`config.mk`:
```
export PLATFORM = sky130hd
export DESIGN_NAME = mem_port_arbiter
export DESIGN_NICKNAME = d
export VERILOG_FILES = /design/src/rtl/mem_port_arbiter.sv
export SDC_FILE = /design/constraint.sdc
export NUM_CORES = 1
export LEC_CHECK = 0
export BUFFER_PORTS_ARGS = -buffer_cell sky130_fd_sc_hd__buf_2
export CAP_MARGIN = 25
export CORE_MARGIN = 8
export CORE_UTILIZATION = 40
export CTS_CLUSTER_DIAMETER = 100
export DETAILED_ROUTE_END_ITERATION = 12
export PLACE_DENSITY = 0.75
export SLEW_MARGIN = 10
export SYNTH_ARGS = -nofsm -noshare
export SYNTH_HDL_FRONTEND = slang
export SYNTH_SLANG_ARGS = --single-unit
```
`constraint.sdc`:
```
create_clock -name clk -period 3.6 [get_ports clk]
set_input_delay 0.18 -clock clk [delete_from_list [all_inputs] [get_ports clk]]
set_output_delay 0.18 -clock clk [all_outputs]
set_load 0.05 [all_outputs]
```
`src/rtl/mem_port_arbiter.sv`:
```
// Shares one variable-latency memory port between instruction fetch and load/store,
// with data accesses preferred and a bounded starvation guard for fetch.
module mem_port_arbiter #(
    parameter int XLEN         = 32,
    parameter int STARVE_LIMIT = 4,
    parameter int TIMEOUT      = 255
) (
    input  logic            clk,
    input  logic            reset,
    input  logic            if_req,
    input  logic [XLEN-1:0] if_addr,
    output logic [XLEN-1:0] if_rdata,
    output logic            if_ready,
    input  logic            ls_req,
    input  logic            ls_we,
    input  logic [3:0]      ls_amp,
    input  logic [XLEN-1:0] ls_addr,
    input  logic [XLEN-1:0] ls_wdata,
    output logic [XLEN-1:0] ls_rdata,
    output logic            ls_ready,
    output logic            mem_req,
    output logic            mem_we,
    output logic [3:0]      mem_be,
    output logic [XLEN-1:0] mem_addr,
    output logic [XLEN-1:0] mem_wdata,
    input  logic [XLEN-1:0] mem_rdata,
    input  logic            mem_ack,
    output logic            stall_f,
    output logic            stall_m,
    output logic            bus_err
);

    typedef enum logic [1:0] {IDLE, BUSY_IF, BUSY_LS} state_t;

    localparam logic [3:0]      STARVE_MAX = 4'(STARVE_LIMIT);
    localparam logic [7:0]      WAIT_LAST  = 8'(TIMEOUT - 1);
    localparam logic [XLEN-1:0] WORD_MASK  = {{(XLEN-2){1'b1}}, 2'b00};

    state_t          state;
    state_t          state_next;
    logic [3:0]      starve_cnt;
    logic [3:0]      starve_next;
    logic [7:0]      wait_cnt;
    logic [XLEN-1:0] lat_addr;
    logic [XLEN-1:0] lat_wdata;
    logic            lat_we;
    logic [3:0]      lat_be;
    logic            busy;
    logic            at_limit;
    logic            done;
    logic            timed_out;
    logic            grant_if;
    logic            grant_ls;

    assign busy      = (state != IDLE);
    assign at_limit  = (wait_cnt == WAIT_LAST);
    assign done      = busy && (mem_ack || at_limit);
    assign timed_out = busy && at_limit && !mem_ack;

    // Grant decision in IDLE; a BUSY state always returns through IDLE, so a
    // requester still holding req in its ack cycle cannot be re-granted.
    always_comb begin
        state_next  = state;
        grant_if    = 1'b0;
        grant_ls    = 1'b0;
        starve_next = starve_cnt;
        case (state)
            IDLE: begin
                if (ls_req && !(if_req && starve_cnt == STARVE_MAX)) begin
                    grant_ls   = 1'b1;
                    state_next = BUSY_LS;
                end else if (if_req) begin
                    grant_if   = 1'b1;
                    state_next = BUSY_IF;
                end
            end
            BUSY_IF, BUSY_LS: begin
                if (done) begin
                    state_next = IDLE;
                end
            end
            default: state_next = IDLE;
        endcase
        if (grant_if) begin
            starve_next = 4'd0;
        end else if (grant_ls) begin
            if (!if_req) begin
                starve_next = 4'd0;
            end else if (starve_cnt != STARVE_MAX) begin
                starve_next = starve_cnt + 4'd1;
            end
        end
    end

    always_ff @(posedge clk) begin
        if (reset) begin
            state      <= IDLE;
            starve_cnt <= 4'd0;
            wait_cnt   <= 8'd0;
            bus_err    <= 1'b0;
            lat_addr   <= '0;
            lat_wdata  <= '0;
            lat_we     <= 1'b0;
            lat_be     <= 4'd0;
        end else begin
            state      <= state_next;
            starve_cnt <= starve_next;
            wait_cnt   <= (busy && !done) ? wait_cnt + 8'd1 : 8'd0;
            if (timed_out) begin
                bus_err <= 1'b1;
            end
            if (grant_if) begin
                lat_addr  <= if_addr & WORD_MASK;
                lat_wdata <= '0;
                lat_we    <= 1'b0;
                lat_be    <= 4'b1111;
            end else if (grant_ls) begin
                lat_addr  <= ls_addr & WORD_MASK;
                lat_wdata <= ls_wdata;
                lat_we    <= ls_we;
                lat_be    <= ls_amp;
            end
        end
    end

    // A completion coinciding with reset is discarded, so ready is masked by reset.
    always_comb begin
        mem_req   = busy;
        mem_we    = busy && lat_we;
        mem_be    = busy ? lat_be : 4'd0;
        mem_addr  = busy ? lat_addr : '0;
        mem_wdata = busy ? lat_wdata : '0;
        if_ready  = (state == BUSY_IF) && done && !reset;
        ls_ready  = (state == BUSY_LS) && done && !reset;
        if_rdata  = (if_ready && mem_ack) ? mem_rdata : '0;
        ls_rdata  = (ls_ready && mem_ack) ? mem_rdata : '0;
        stall_f   = if_req && !if_ready;
        stall_m   = ls_req && !ls_ready;
    end

endmodule

```
* Word level (Yosys, flattened, before mapping)
Cells that the tools add are included.
Operators by class: add/sub/neg operators 2, equality and inequality tests 8, multiplexer cells 20, bitwise operators 1, reduce and logical (&&, ||, !) cells 30
Operators by type and width (count):
- 2-to-1 mux 32 bit | 6
- 2-to-1 mux 4 bit | 5
- logical AND 1 bit | 15
- adder 8 x 1 -> 8 bit (second input constant) | 1
- == test 8 bit (second input constant) | 1
- logical NOT 1 bit | 6
- 2-to-1 mux 2 bit | 3
- OR reduction 2 bit | 3
- 2-to-1 mux 1 bit | 5
- adder 4 x 1 -> 4 bit (second input constant) | 1
- == test 4 x 3 -> 1 bit (second input constant) | 1
- != test 4 x 3 -> 1 bit (second input constant) | 1
- case mux 2 bit (2 select lines) | 1
- AND reduction 2 bit | 2
- nonzero test 2 bit | 2
- != test 3 bit (second input constant) | 1
- == test 2 x 1 -> 1 bit (second input constant) | 1
- == test 2 bit (second input constant) | 1
- logical NOT 2 bit | 1
- != test 2 x 1 -> 1 bit (second input constant) | 1
- != test 2 bit (second input constant) | 1
- logical OR 1 bit | 1
- NOT 1 bit | 1
Word-level totals: register bits after elaboration 82, input port bits 138, output and inout bits 139, word-level logic and storage cells 69

* Longest topological paths before layout
word-level depth 8, gate-level depth with buffers 7, mapped depth without buffers 5

* Worst setup path after synthesis
OpenSTA, ideal clock, no wires.
path type reg2out, start point reg wait_cnt[0], end point out stall_f, arrival time 1.769 ns, data required time 3.420 ns, path slack 1.651 ns, stages on the path, launching flop included 6, buffers on the path 0, path through dfxtp_1 > inv_1 > ha_1 > nand3_1 > o21ai_0 > a31oi_1
On the way: word-level cells in the longest chain between the ends 7
RTL lines:
- start: declaration | RTL line 43 | logic [7:0] wait_cnt;
- start signal: assignment | RTL line 108 | wait_cnt <= (busy && !done) ? wait_cnt + 8'd1 : 8'd0;
- == test 8 bit | RTL line 56 | assign at_limit = (wait_cnt == WAIT_LAST);
- logical OR 1 bit | RTL line 57 | assign done = busy && (mem_ack || at_limit);
- logical AND 1 bit | RTL line 57
- logical AND 1 bit (2 in a row) | RTL line 133 | if_ready = (state == BUSY_IF) && done && !reset;
- logical NOT 1 bit | RTL line 137 | stall_f = if_req && !if_ready;
- logical AND 1 bit | RTL line 137
- end: declaration | RTL line 28 | output logic stall_f,
Every way passes these cells.

* Worst setup path in the final report
start point reg state[0], end point out if_rdata[13]
On the way: word-level cells in the longest chain between the ends 6, elaborated cells on any way between the ends 7, classes of those cells 1 x eq/ne; 1 x mux; 5 x reduce/logical
RTL lines:
- start: declaration | RTL line 39 | state_t state;
- start signal: assignment | RTL line 106 | state <= state_next;
- nonzero test 2 bit | RTL line 55 | assign busy = (state != IDLE);
- logical AND 1 bit | RTL line 57
- logical AND 1 bit * (2 in a row) | RTL line 133
- logical AND 1 bit * | RTL line 135 | if_rdata = (if_ready && mem_ack) ? mem_rdata : '0;
- 2-to-1 mux 32 bit * | RTL line 135
- end: declaration | RTL line 12 | output logic [XLEN-1:0] if_rdata,
Every way passes the cells marked *; elsewhere a longest branch is shown, timed or not.

==> summary.txt <==
Route
  – Antenna violation net count after detailed routing: 0
  – Vias per std cell: 5.19
  – Routed wire per std cell: 17.4 um
  – DR DRC count: 0
  – DR pass1 iterations: 4
  – Total Routed Length: 15.8 mm
  – Number of DRC markers in iteration 0: 217
  – Via count: 4719

Placement
  – Placed Area: 5760 um^2
  – DP Cell Count: 889
  – Place WS: 0.928 ns
  – PortBufs: 270
  – Dpl hpwl: 12.1 mm
  – Routability congestion estimate: 0.816

Pwr
  – Combinational cell fraction of total power: 0.315
  – Leak: 2.91 nW
  – Sw frac: 0.359
  – Clk pwr share: 0.257
  – Final Power: 2.43 mW
  – Worst VDD drop: 0.209 mV
  – Reg power frac: 0.428
  – PD cells: 408 nW/um^2
  – Sw power: 874 uW
  – P_int: 1.56 mW

Yosys
  – Main synth FF type: dfxtp_1
  – Post-synth top area share: 0.373
  – #FFs+latches synth: 82
  – YS warnings: 0
  – Synth area leaders: dfxtp_1, nor2b_1, and2_1
  – Post-synth top area cell: dfxtp_1
  – Syn Area/Cell: 8.47 um^2
  – Post-synth EDFFs: 0
  – Cell variety after synth: 43
  – Post-Syn Instances: 519
  – Post-synthesis sequential area ratio: 0.373
  – Ys async rst share: 0
  – Cell Area, Synth: 4400 um^2

Final layout
  – Commonest non-fill, non-tap cell in the layout: buf_2
  – Final Non-Filler Cells: 909
  – Final instance area: 5960 um^2
  – # fillers: 1025
  – Commonest cells after routing, fill and taps aside: buf_2, dfxtp_1, nor2b_1, and2_1, nand3_1
  – Util after Layout: 0.552
  – Fin nets: 906
  – Layout cells sized above 1: 0.393
  – Synth-to-Final Area Change: 35.6%

Worst setup path
  – R2r worst-path depth: 7
  – FF-to-FF Start: state[0]
  – Critical Path Sink Type: output port
  – R2R setup slack: 0.92 ns
  – Max stage delay on crit path: 0.72 ns
  – Worst path cell trace: inv_1 > ha_2 > nor2_1 > and3_1 > and2_1 > buf_2
  – CP bufs+invs: 2
  – Critical Path AT: 2.79 ns
  – Cell family with most CP delay: simple AND/OR/NAND/NOR gates
  – Crit Path Class: reg2out
  – Startpoint types: flop
  – Reg-to-reg endpoint: lat_addr[14]
  – Slowest stage cell, crit path: and3_1
  – Crit path required time: 3.42 ns
  – CP Max Fanout: 32

Clock network
  – Clk slew on worst S/H paths: 0.08 ns
  – CTS Sinks: 82
  – CTS tree: done
  – CTS Hold Bufs: 0
  – Root Driver: clkbuf_8
  – Post-CTS Setup Bufs: 0
  – Post_cts resized: 0
  – H-tree depth: 3
  – TritonCTS Buffers: 9
  – Max clock buf depth: 2
  – Clock Latency Late Sink: 0.35 ns

Timing
  – Slew margin rel.: 0.493
  – Final hold violation count: 0
  – # setup viols final: 0
  – Worst Max-Slew Pin Slew: 0.760 ns
  – Max Freq: 336 MHz
  – Setup WS post-layout: 0.625 ns
  – Crit path time final: 2.97 ns
  – RSZ-0062 raised after global routing: no
  – Final hold slack: 0.0505 ns
  – Setup TNS: 0 ns
  – Period utilization: 0.826
  – Final Skew: 0.00825 ns
  – Pins over their slew limit: 0

Global route
  – Wire length of the first global-routing pass: 24.1 mm
  – Initial antenna violation count: 4
  – Largest net degree at the start of global routing: 49
  – Total grt overflow: 0
  – GRT Total Usage: 0.202
  – Vias in the first global route: 4749

Min path
  – HP Class: in2reg
  – Hold_sp: ls_addr[10]
  – Hold depth: 2
  – Worst hold endpoint: lat_addr[10]

Die
  – Die Area: 14600 um^2
  – Ports: 277
  – Die Ht: 121 um
  – FP Rows: 38
  – Starting Density: 0.407
  – Die width: 121 um
  – Total core area: 10800 um^2

Job
  – Max-cap violations: 0

Status
  – Status: finished clean
-- synth_stat cells (all sizes together), types with 3 or more instances --
master,count
dfxtp,82
nor2b,67
and2,65
nand3,41
a21oi,40
o21ai,39
nor3b,31
a221o,30
clkbuf,29
buf,21
inv,11
ha,7
nor2,7
a311o,4
a31oi,4
and3,4
nand2,4
o211a,4
or3,3
-- state kept, by name (all words and copies together) (netlist names) --
| name | cells |
|---|---|
| state | 2 |
| lat_we | 1 |
| lat_wdata | 32 |
| lat_be | 4 |
| starve_cnt | 4 |
| wait_cnt | 8 |
| bus_err | 1 |
| lat_addr | 30 |
-- how the worst max path moves through the flow --
stage,from,end,slack (ns),cells past startpoint
floorplan,wait_cnt[0],stall_f,1.65,5
global placement,state[0],lat_addr[18],1.03,7
detailed placement,state[0],lat_addr[3],0.93,7
CTS,state[0],if_rdata[13],0.59,6
global route,state[0],if_rdata[15],0.40,6
finish,state[0],if_rdata[13],0.63,6
-- layer usage --
metal	vias up	global-route usage	wire (um)
met4	0	0.0820	314
met1	2194	0.218	6010
met3	21	0.0527	1260
li1	2304	-	-
met2	200	0.367	8220
met5	-	0	0
-- power by group through the flow --
stage / registers, mW / clock network [mW] / logic, mW
6_report: 1.04 / 0.625 / 0.767
3_5_place_dp: 1.06 / 0 / 0.763
3_3_place_gp: 1.06 / 0 / 0.743
4_1_cts: 1.04 / 0.644 / 0.765
2_1_floorplan: 1.05 / 0 / 0.561
5_1_grt: 1.05 / 0.684 / 0.822
-- final cells by class --
cell class	count	area, um^2	area share
Multi-Input combinational cell	377	2480	0.416
Sequential cell	82	1640	0.275
Timing Repair Buffer	280	1430	0.241
Tap cell	140	175	0.0294
Clock buffer	14	173	0.0290
Inverter	11	41.3	0.00693
Clock inverter	2	10.0	0.00168
Antenna cell	3	7.51	0.00126
-- cells by family after synthesis --
logic type      count (synthesis)  share of synthesized area
xor+xnor                        3                    0.00598
other cells                     1                   0.000853
buf+inv                        61                     0.0649
flops                          82                      0.373
fa+ha+maj                       7                     0.0199
compound gates                131                      0.204
simple gates                  234                      0.330
No activity file was read; power rests on OpenSTA's default activity.
